--- config.mk ---
export PLATFORM = sky130hd
export DESIGN_NAME = nios2_oci_dct_packer
export DESIGN_NICKNAME = d
export VERILOG_FILES = /design/src/rtl/nios2_oci_dct_pkg.sv /design/src/rtl/nios2_oci_dct_packer.sv
export SDC_FILE = /design/constraint.sdc
export NUM_CORES = 1
export LEC_CHECK = 0
export BUFFER_PORTS_ARGS = -buffer_cell sky130_fd_sc_hd__buf_2
export CAP_MARGIN = 0
export CORE_ASPECT_RATIO = 1.5
export CORE_UTILIZATION = 47
export CTS_CLUSTER_DIAMETER = 150
export DETAILED_ROUTE_END_ITERATION = 8
export PLACE_DENSITY_LB_ADDON = 0.3
export SYNTH_ARGS = -nofsm -noshare
export SYNTH_HDL_FRONTEND = slang
export SYNTH_SLANG_ARGS = --single-unit
export TNS_END_PERCENT = 5
--- constraint.sdc ---
create_clock -name clk -period 2.3 [get_ports clk]
set_clock_uncertainty 0.2 [all_clocks]
set_input_delay 0.345 -clock clk [delete_from_list [all_inputs] [get_ports clk]]
set_output_delay 0.345 -clock clk [all_outputs]
set_load 0.005 [all_outputs]
--- src/rtl/nios2_oci_dct_pkg.sv ---
// Shared constants and FSM state encoding for the OCI debug-trace packer.
// No logic lives here.
// Imported by the packer top.
package nios2_oci_dct_pkg;

    localparam int SYM_W = 2;             // bits per trace symbol
    localparam int DEPTH = 15;            // symbols per frame
    localparam int BUF_W = SYM_W * DEPTH; // packed frame width (30)
    localparam int CNT_W = 4;             // frame occupancy width, holds DEPTH

    typedef enum logic [1:0] {
        ST_FILL  = 2'd0,  // accepting symbols
        ST_EMIT  = 2'd1,  // full frame presented
        ST_DRAIN = 2'd2,  // partial frame presented on end of test
        ST_DONE  = 2'd3   // terminal until reset
    } dct_state_t;

endpackage

--- src/rtl/nios2_oci_dct_packer.sv ---
// Packs 2-bit trace symbols into a 30-bit dct_buffer frame with occupancy count.
// Latency: frame presented (dct_valid) on the same edge that accepts its last symbol.
// Backpressure: sym_ready drops while a frame waits for dct_ready; no symbol is dropped.
module nios2_oci_dct_packer
    import nios2_oci_dct_pkg::*;
(
    input  logic             clk,
    input  logic             reset_n,
    input  logic             sym_valid,
    input  logic [SYM_W-1:0] sym,
    output logic             sym_ready,
    input  logic             end_req,
    output logic [BUF_W-1:0] dct_buffer,
    output logic [CNT_W-1:0] dct_count,
    output logic             dct_valid,
    input  logic             dct_ready,
    output logic             test_ending,
    output logic             test_has_ended
);

    dct_state_t       state_q, state_d;
    logic [BUF_W-1:0] buf_q, buf_d;
    logic [CNT_W-1:0] cnt_q, cnt_d;
    logic             end_pend_q, end_pend_d;
    logic             ending_q, ending_d;
    logic             ended_q, ended_d;
    logic             sym_rdy_q, sym_rdy_d;
    logic             dct_vld_q, dct_vld_d;

    logic             accept;
    logic             handshake;

    // Handshakes are judged against the registered outputs the peers actually see.
    assign accept    = sym_valid && sym_rdy_q;
    assign handshake = dct_vld_q && dct_ready;

    // Next-state logic: accumulator update, FSM transitions and output flags.
    always_comb begin
        state_d    = state_q;
        buf_d      = buf_q;
        cnt_d      = cnt_q;
        end_pend_d = end_pend_q;
        ending_d   = ending_q;
        ended_d    = ended_q;

        case (state_q)
            ST_FILL: begin
                if (accept) begin
                    // Write the symbol at the slot indexed by the current count.
                    for (int i = 0; i < DEPTH; i++) begin
                        if (CNT_W'(i) == cnt_q) begin
                            buf_d[i*SYM_W +: SYM_W] = sym;
                        end
                    end
                    cnt_d = cnt_q + CNT_W'(1);
                end
                if (end_req) begin
                    // A symbol accepted alongside end_req belongs to the last frame.
                    if (cnt_d == CNT_W'(DEPTH)) begin
                        state_d    = ST_EMIT;
                        end_pend_d = 1'b1;
                        ending_d   = 1'b1;
                    end else if (cnt_d != '0) begin
                        state_d  = ST_DRAIN;
                        ending_d = 1'b1;
                    end else begin
                        state_d = ST_DONE;
                    end
                end else if (cnt_d == CNT_W'(DEPTH)) begin
                    state_d = ST_EMIT;
                end
            end

            ST_EMIT: begin
                if (end_req && !end_pend_q) begin
                    end_pend_d = 1'b1;
                    ending_d   = 1'b1;
                end
                if (handshake) begin
                    buf_d   = '0;
                    cnt_d   = '0;
                    // An end request arriving on the handshake edge still ends the test.
                    state_d = (end_pend_q || end_req) ? ST_DONE : ST_FILL;
                end
            end

            ST_DRAIN: begin
                if (handshake) begin
                    buf_d   = '0;
                    cnt_d   = '0;
                    state_d = ST_DONE;
                end
            end

            default: begin
                // ST_DONE: terminal, end_req and symbols ignored.
            end
        endcase

        // Entering DONE retires the drain indication and raises the sticky flag together.
        if (state_d == ST_DONE) begin
            ending_d = 1'b0;
            ended_d  = 1'b1;
        end

        sym_rdy_d = (state_d == ST_FILL);
        dct_vld_d = (state_d == ST_EMIT) || (state_d == ST_DRAIN);
    end

    // State and registered outputs; reset discards any in-flight frame.
    always_ff @(posedge clk or negedge reset_n) begin
        if (!reset_n) begin
            state_q    <= ST_FILL;
            buf_q      <= '0;
            cnt_q      <= '0;
            end_pend_q <= 1'b0;
            ending_q   <= 1'b0;
            ended_q    <= 1'b0;
            sym_rdy_q  <= 1'b0;
            dct_vld_q  <= 1'b0;
        end else begin
            state_q    <= state_d;
            buf_q      <= buf_d;
            cnt_q      <= cnt_d;
            end_pend_q <= end_pend_d;
            ending_q   <= ending_d;
            ended_q    <= ended_d;
            sym_rdy_q  <= sym_rdy_d;
            dct_vld_q  <= dct_vld_d;
        end
    end

    assign sym_ready      = sym_rdy_q;
    assign dct_buffer     = buf_q;
    assign dct_count      = cnt_q;
    assign dct_valid      = dct_vld_q;
    assign test_ending    = ending_q;
    assign test_has_ended = ended_q;

endmodule

==> results of run 1 <==
## area by class of cell
cell class | instances | area, µm²
Clock buffer | 5 | 68.8
Clock inverter | 3 | 65.1
Fill cell | 358 | 1560
Inverter | 9 | 33.8
Multi-Input combinational cell | 132 | 1030
Sequential cell | 41 | 1030
Tap cell | 46 | 57.6
Timing Repair Buffer | 67 | 395
## worst max-delay path, stage by stage, from the launching register on
cell and delay, ns:
dfrtp_1 0.42, inv_1 0.11, ha_4 0.29, nor3_1 0.05
o2111a_1 0.27, a211oi_2 0.26, a211oi_2 0.08, ha_1 0.21
or2_2 0.29
## Yosys cell counts, drive strengths merged
| master | instances |
|---|---|
| dfrtp | 41 |
| nor2 | 15 |
| nand4 | 1 |
| inv | 9 |
| or3 | 2 |
| xnor2 | 3 |
| nand2b | 1 |
| nor2b | 5 |
| buf | 5 |
| a221oi | 1 |
| a21oi | 17 |
| a211oi | 2 |
| o211a | 1 |
| o31ai | 1 |
| nand3b | 1 |
| o2bb2ai | 1 |
| a211o | 1 |
| nor3 | 2 |
| nand2 | 6 |
| xor2 | 1 |
| and3 | 1 |
| a31o | 1 |
| mux2 | 30 |
| a2bb2oi | 1 |
| o21a | 1 |
| mux2i | 1 |
| o21ai | 12 |
| or2 | 1 |
| clkbuf | 3 |
| nand3 | 12 |
| ha | 10 |
| o2111a | 1 |
## routing by layer
metal | global-route usage (%) | vias up | routed length, µm
li1 | - | 800 | -
met1 | 23.5 | 783 | 1910
met2 | 35.3 | 41 | 2340
met3 | 5.12 | 7 | 187
met4 | 9.09 | 0 | 95
met5 | 0 | - | 0
## cells by family after synthesis
| family | count (synthesis) |
|---|---|
| buffers and inverters | 17 |
| muxes | 31 |
| and+or+nand+nor | 47 |
| DFF | 41 |
| AOI/OAI and AO/OA | 40 |
| xor gates and xnor gates | 4 |
| adders and majority gates | 10 |
## power groups by stage
stage	Sequential, W	Combinational (W)	Clock, W
6_report	0.00111	0.00182	0.000677
5_1_grt	0.00114	0.00200	0.000726
4_1_cts	0.00111	0.00182	0.000694
3_5_place_dp	0.00112	0.00177	0
3_3_place_gp	0.00111	0.00172	0
2_1_floorplan	0.00115	0.00109	0
## per-stage QoR
step                total power (W)  util [%]
floorplan                   0.00224         -
finish                      0.00361      63.2
global placement            0.00283      58.7
detailed placement          0.00288      58.7
CTS                         0.00362      62.7
global route                0.00386      63.2
## state kept, by name (all words and copies together), names as in the netlist
signal / flops
test_ending: 1
dct_valid: 1
end_pend_q: 1
state_q: 2
sym_ready: 1
dct_count: 4
test_has_ended: 1
dct_buffer: 30
## worst paths after layout
kind | start | end | slack, ns | depth (start not counted)
setup / recovery | dct_count[1]$_DFFE_PN0P_ | test_has_ended$_DFFE_PN0P_ | 0.02 | 8
hold / removal | end_req | end_pend_q$_DFFE_PN0P_ | 0.18 | 2
setup reg to reg | dct_count[1]$_DFFE_PN0P_ | test_has_ended$_DFFE_PN0P_ | 0.02 | 8
hold reg to reg | test_has_ended$_DFFE_PN0P_ | test_has_ended$_DFFE_PN0P_ | 0.27 | 1
max in group asynchronous | reset_n | dct_count[0]$_DFFE_PN0P_ | 1.09 | 3
min in group asynchronous | reset_n | dct_count[3]$_DFFE_PN0P_ | 0.44 | 3
## what timing repair did
action,CTS,global route
hold buffers,1,0
setup endpoints to repair,11,12
hold endpoints to repair,41,0
resized for setup,4,6
pin swaps,2,1
==> run metrics, run 1 <==
detailed placement HPWL=3360 µm; #FFs+latches synth=41; Pint=around 0.0023 W; routability cong.=0.961; CTS Buf Count=5; CTS root buf=clkbuf_8; xor and xnor area share after synthesis=1.68%; syn_area_per_cell=11.0 µm²; main combinational cell family by area after synthesis=multiplexers; WP data required=2.29 ns; adder-cell share of the synthesized area=6.00%; Hold Violations, Final=0; area leader, netlist=dfrtp_1; DR iter-0 viols=60; core outline area=4250 µm²; Non-Filler Instances=303; minimum clock period=2.28 ns; htree depth=2; Logic pwr share=50.5%; Slew HR=37.7%; clock power share=a little under a fifth; pin count of the biggest net entering global routing=42; CTS sink cnt=41; Yosys warnings=0; Setup WS pre-CTS=-0.0596 ns; DRC viols=0; Yosys top cell area share=49.2%; max-slew violations=0; switching share of power=35.9%; Synth Area in Simple Gates=about 11%; Hold Path Class=primary input to flop; Setup Buffers After CTS=0; layout cells sized above 1=46.3%; Final setup viols=0; Setup crit end kind=flop; CTS clk-pin slew, worst paths=0.08 ns; sequential element share of the synthesized area=roughly 50%; cell count after synthesis=190; Max VDD drop=950 µV; Final Cell Area=between 2000 and 3000 µm²; Max Fclk=0.439 GHz; Final Net Count=273; CP startpoint kind=flop; post-place instance area=roughly 2500 µm²; drt via density=around 5.4; n_diodes=0; TritonRoute pass-1 iters=4; Crit Path Max Fanout=5; setup TNS=0 ns; Post-Syn Nets=207; drt wl/cell=15.0 µm; post-route setup slack=approximately 0.020 ns; WP data arrival=2.27 ns; vias=1631; Final period util=99.1%; outcome=finished, final reports clean; Power Dens Cells=1350 nW/µm²; buffers added on ports=44; Synth Area in Compound Gates=around 12%; mux contribution to synthesized area=16.7%; CTS tree=yes; P_leak=1.32 nW; Worst-Skew Late Latency=0.30 ns; # IOs=45; Psw=0.00129 W; unrepaired setup endpoints after global routing=true; Area Growth Syn to Fin=28.6%; number of global-route vias before repair=1590; Worst Tran Pin Value=0.933 ns; die height=83.6 µm; GRT Residual Overflow=0; Flop pwr share=a little under a third; max_cap viols=0; synth top area cells=dfrtp_1, mux2_2, ha_1; Clock Path Buffers=2; initial antenna violation count=0; die area=approximately 4700 µm²; CP Class=flop to flop; count of cell types in the netlist=35; DRT antenna net count=0; Die Width=roughly 56 µm; Post-Syn Area=2080 µm²; initial core utilization=49.1%; WHS=0.176 ns; first-pass GRT wire length=~7300 µm; GRT Total Usage=approximately 20%; total routed wirelength=roughly 4500 µm; placed cells=294; most common cell after layout, fill and taps aside=buf_2; most frequent cells in the layout=buf_2, dfrtp_1, mux2_2; row count=29
(Power assumes the default switching activity.)
==> inputs of run 2 (changes only) <==
Settings changed: PLACE_DENSITY from default to 0.72, PLACE_DENSITY_LB_ADDON 0.3 to default.
==> run 2 against run 1 <==
Net effect: count of clock-buffer cells in the layout unchanged; highest routed layer unchanged; flip-flop and latch count did not move; maximum frequency decreased by 0.17%; final area is 0.14% lower; power down 2.1%; worst setup slack lost 0.0040 ns; critical endpoint unchanged.
==> run metrics, run 2 (synthesized netlist as in run 1, its figures left out) <==
outcome=finished, final reports clean; Hold Path Class=primary input to flop; buffers added on ports=44; WP data required=2.29 ns; DR iter-0 viols=66; Max VDD drop=837 µV; first-pass GRT wire length=7830 µm; core outline area=4250 µm²; post-layout util=63.1%; Hold EP=end_pend_q$_DFFE_PN0P_; Area Growth Syn to Fin=28.5%; Crit Path Max Fanout=4; Power Dens Cells=1320 nW/µm²; n_diodes=0; CTS tree=yes; CP max-delay cell=dfrtp_1; Final Net Count=277; max-slew violations=0; GRT Residual Overflow=0; CP top delay family=compound AO/OA/AOI/OAI gates; TritonRoute pass-1 iters=4; unrepaired setup endpoints after global routing=true; die height=~84 µm; DRC viols=0; Final period util=99.3%; reg2reg start=dct_count[1]$_DFFE_PN0P_; htree depth=2; register area=slightly above 1000 µm²; Max Fclk=0.438 GHz; footprint of the multi-input gates=1020 µm²; CTS clk-pin slew, worst paths=0.09 ns; CP Buf/Inv Count=1; number of fill cells=between 300 and 400; CP Class=flop to flop; CTS sink cnt=between 40 and 50; post-place instance area=2500 µm²; Reg2Reg Setup Slack=0.02 ns; Hold Path Stages=2; pin count of the biggest net entering global routing=42; Hold Violations, Final=0; DRT antenna net count=0; min-delay src=end_req; Die Width=56.4 µm; Slew HR=a little under two fifths; CTS root buf=clkbuf_8; Final setup viols=0; number of flip-flops in the largest register=30; die area=4710 µm²; CP startpoint kind=flop; CP peak stage delay=~0.39 ns; most frequent cells in the layout=buf_2, dfrtp_1, mux2_2; initial core utilization=49.1%; initial antenna violation count=0; CTS Buf Count=5; P_leak=1.32 nW; max_cap viols=0; routability cong.=0.897; minimum clock period=between 2 and 2.5 ns; CP Cell Sequence=inv_1, ha_1, nor3_1, o2111a_1, a211oi_2, a211oi_2, ha_1, or2_2; Worst Tran Pin Value=0.947 ns; row count=29; vias=about 1700; detailed placement HPWL=3440 µm; number of global-route vias before repair=1688; R2R cell count=8; layout cells sized above 1=a little under half; most common cell after layout, fill and taps aside=buf_2; Clock Path Buffers=2; total routed wirelength=4610 µm; WP data arrival=2.28 ns; Reg2Reg Capture Point=test_has_ended$_DFFE_PN0P_; Worst-Skew Late Latency=0.30 ns; drt via density=between 5 and 6; GRT Total Usage=21.6%; # IOs=45; drt wl/cell=between 15 and 20 µm; Final Cell Area=2680 µm²; Setup crit end kind=flop
[run 2: cell count changes in the layout (fill, tap and decap cells not counted)]
cell        before  now
buf_4           22   26
bufinv_16        2    1
clkinv_2         1    0
clkinv_4         0    1
clkinvlp_4       0    1
ha_1             9   10
ha_4             1    0
nor2_1          14   13
nor2_2           1    2
or3_1            1    2
or3_4            1    0
[run 2: layer usage]
metal  GRT usage, %  routed length [µm]  vias up
li1               -                   -      813
met1           25.1                1840      826
met2           38.3                2540       37
met3           4.34                 140        9
met4           8.65                  93        0
met5              0                   0        -
[run 2: per-stage QoR]
stage | setup WS [ns] | std cells | power, W | setup TNS [ns] | hold slack [ns]
after global placement | -0.00737 | 295 | 0.00286 | -0.00737 | 0.241
after floorplan | 0.0404 | 190 | 0.00224 | 0 | -0.151
after CTS | 0.00117 | 307 | 0.00352 | 0 | 0.159
final | 0.0163 | 307 | 0.00353 | 0 | 0.163
after detailed placement | -0.0778 | 295 | 0.00290 | -0.0953 | 0.240
after global routing | -0.0698 | 307 | 0.00381 | -0.102 | 0.160
[run 2: timing repair]
item                       in CTS  in global routing
cloned                          0                  0
pin swaps                       1                  0
setup endpoints to repair       2                 27
hold endpoints to repair       41                  0
hold buffers                    1                  0
setup buffers                   3                  0
resized for setup               0                  9
[run 2: power by group]
| part | internal, W | switching (W) | total (W) |
|---|---|---|---|
| Combinational | 0.000921 | 0.000922 | 0.00184 |
| Clock | 0.000325 | 0.000260 | 0.000585 |
| Sequential | 0.000971 | 0.000131 | 0.00110 |
| Total | 0.00222 | 0.00131 | 0.00353 |
[run 2: cell type report]
| cell class | instances | area share [%] |
|---|---|---|
| clock buffers | 5 | 2.57 |
| clock inverters | 3 | 1.73 |
| inverters | 9 | 1.26 |
| multi-input cells | 132 | 38.0 |
| flip-flops and latches | 41 | 38.4 |
| well taps | 46 | 2.15 |
| repair buffers | 71 | 15.9 |
[run 2: worst max path at each step]
stage	start	endpoint	slack, ns	cells after the start
after global placement	dct_count[1]$_DFFE_PN0P_	test_has_ended$_DFFE_PN0P_	-0.007	8
after detailed placement	dct_count[1]$_DFFE_PN0P_	test_has_ended$_DFFE_PN0P_	-0.08	8
final	dct_count[1]$_DFFE_PN0P_	test_has_ended$_DFFE_PN0P_	0.02	8
after floorplan	dct_count[0]$_DFFE_PN0P_	test_has_ended$_DFFE_PN0P_	0.04	8
after CTS	dct_count[1]$_DFFE_PN0P_	test_ending$_DFFE_PN0P_	0.001	10
after global routing	dct_count[1]$_DFFE_PN0P_	test_has_ended$_DFFE_PN0P_	-0.07	8
[run 2: worst register-to-register path: cells and delay by family (launching register included)]
kind            cells  cell delay, ns
compound gates      3            0.60
buf+inv             1            0.08
simple gates        2            0.37
fa+ha+maj           2            0.56
flops               1            0.39
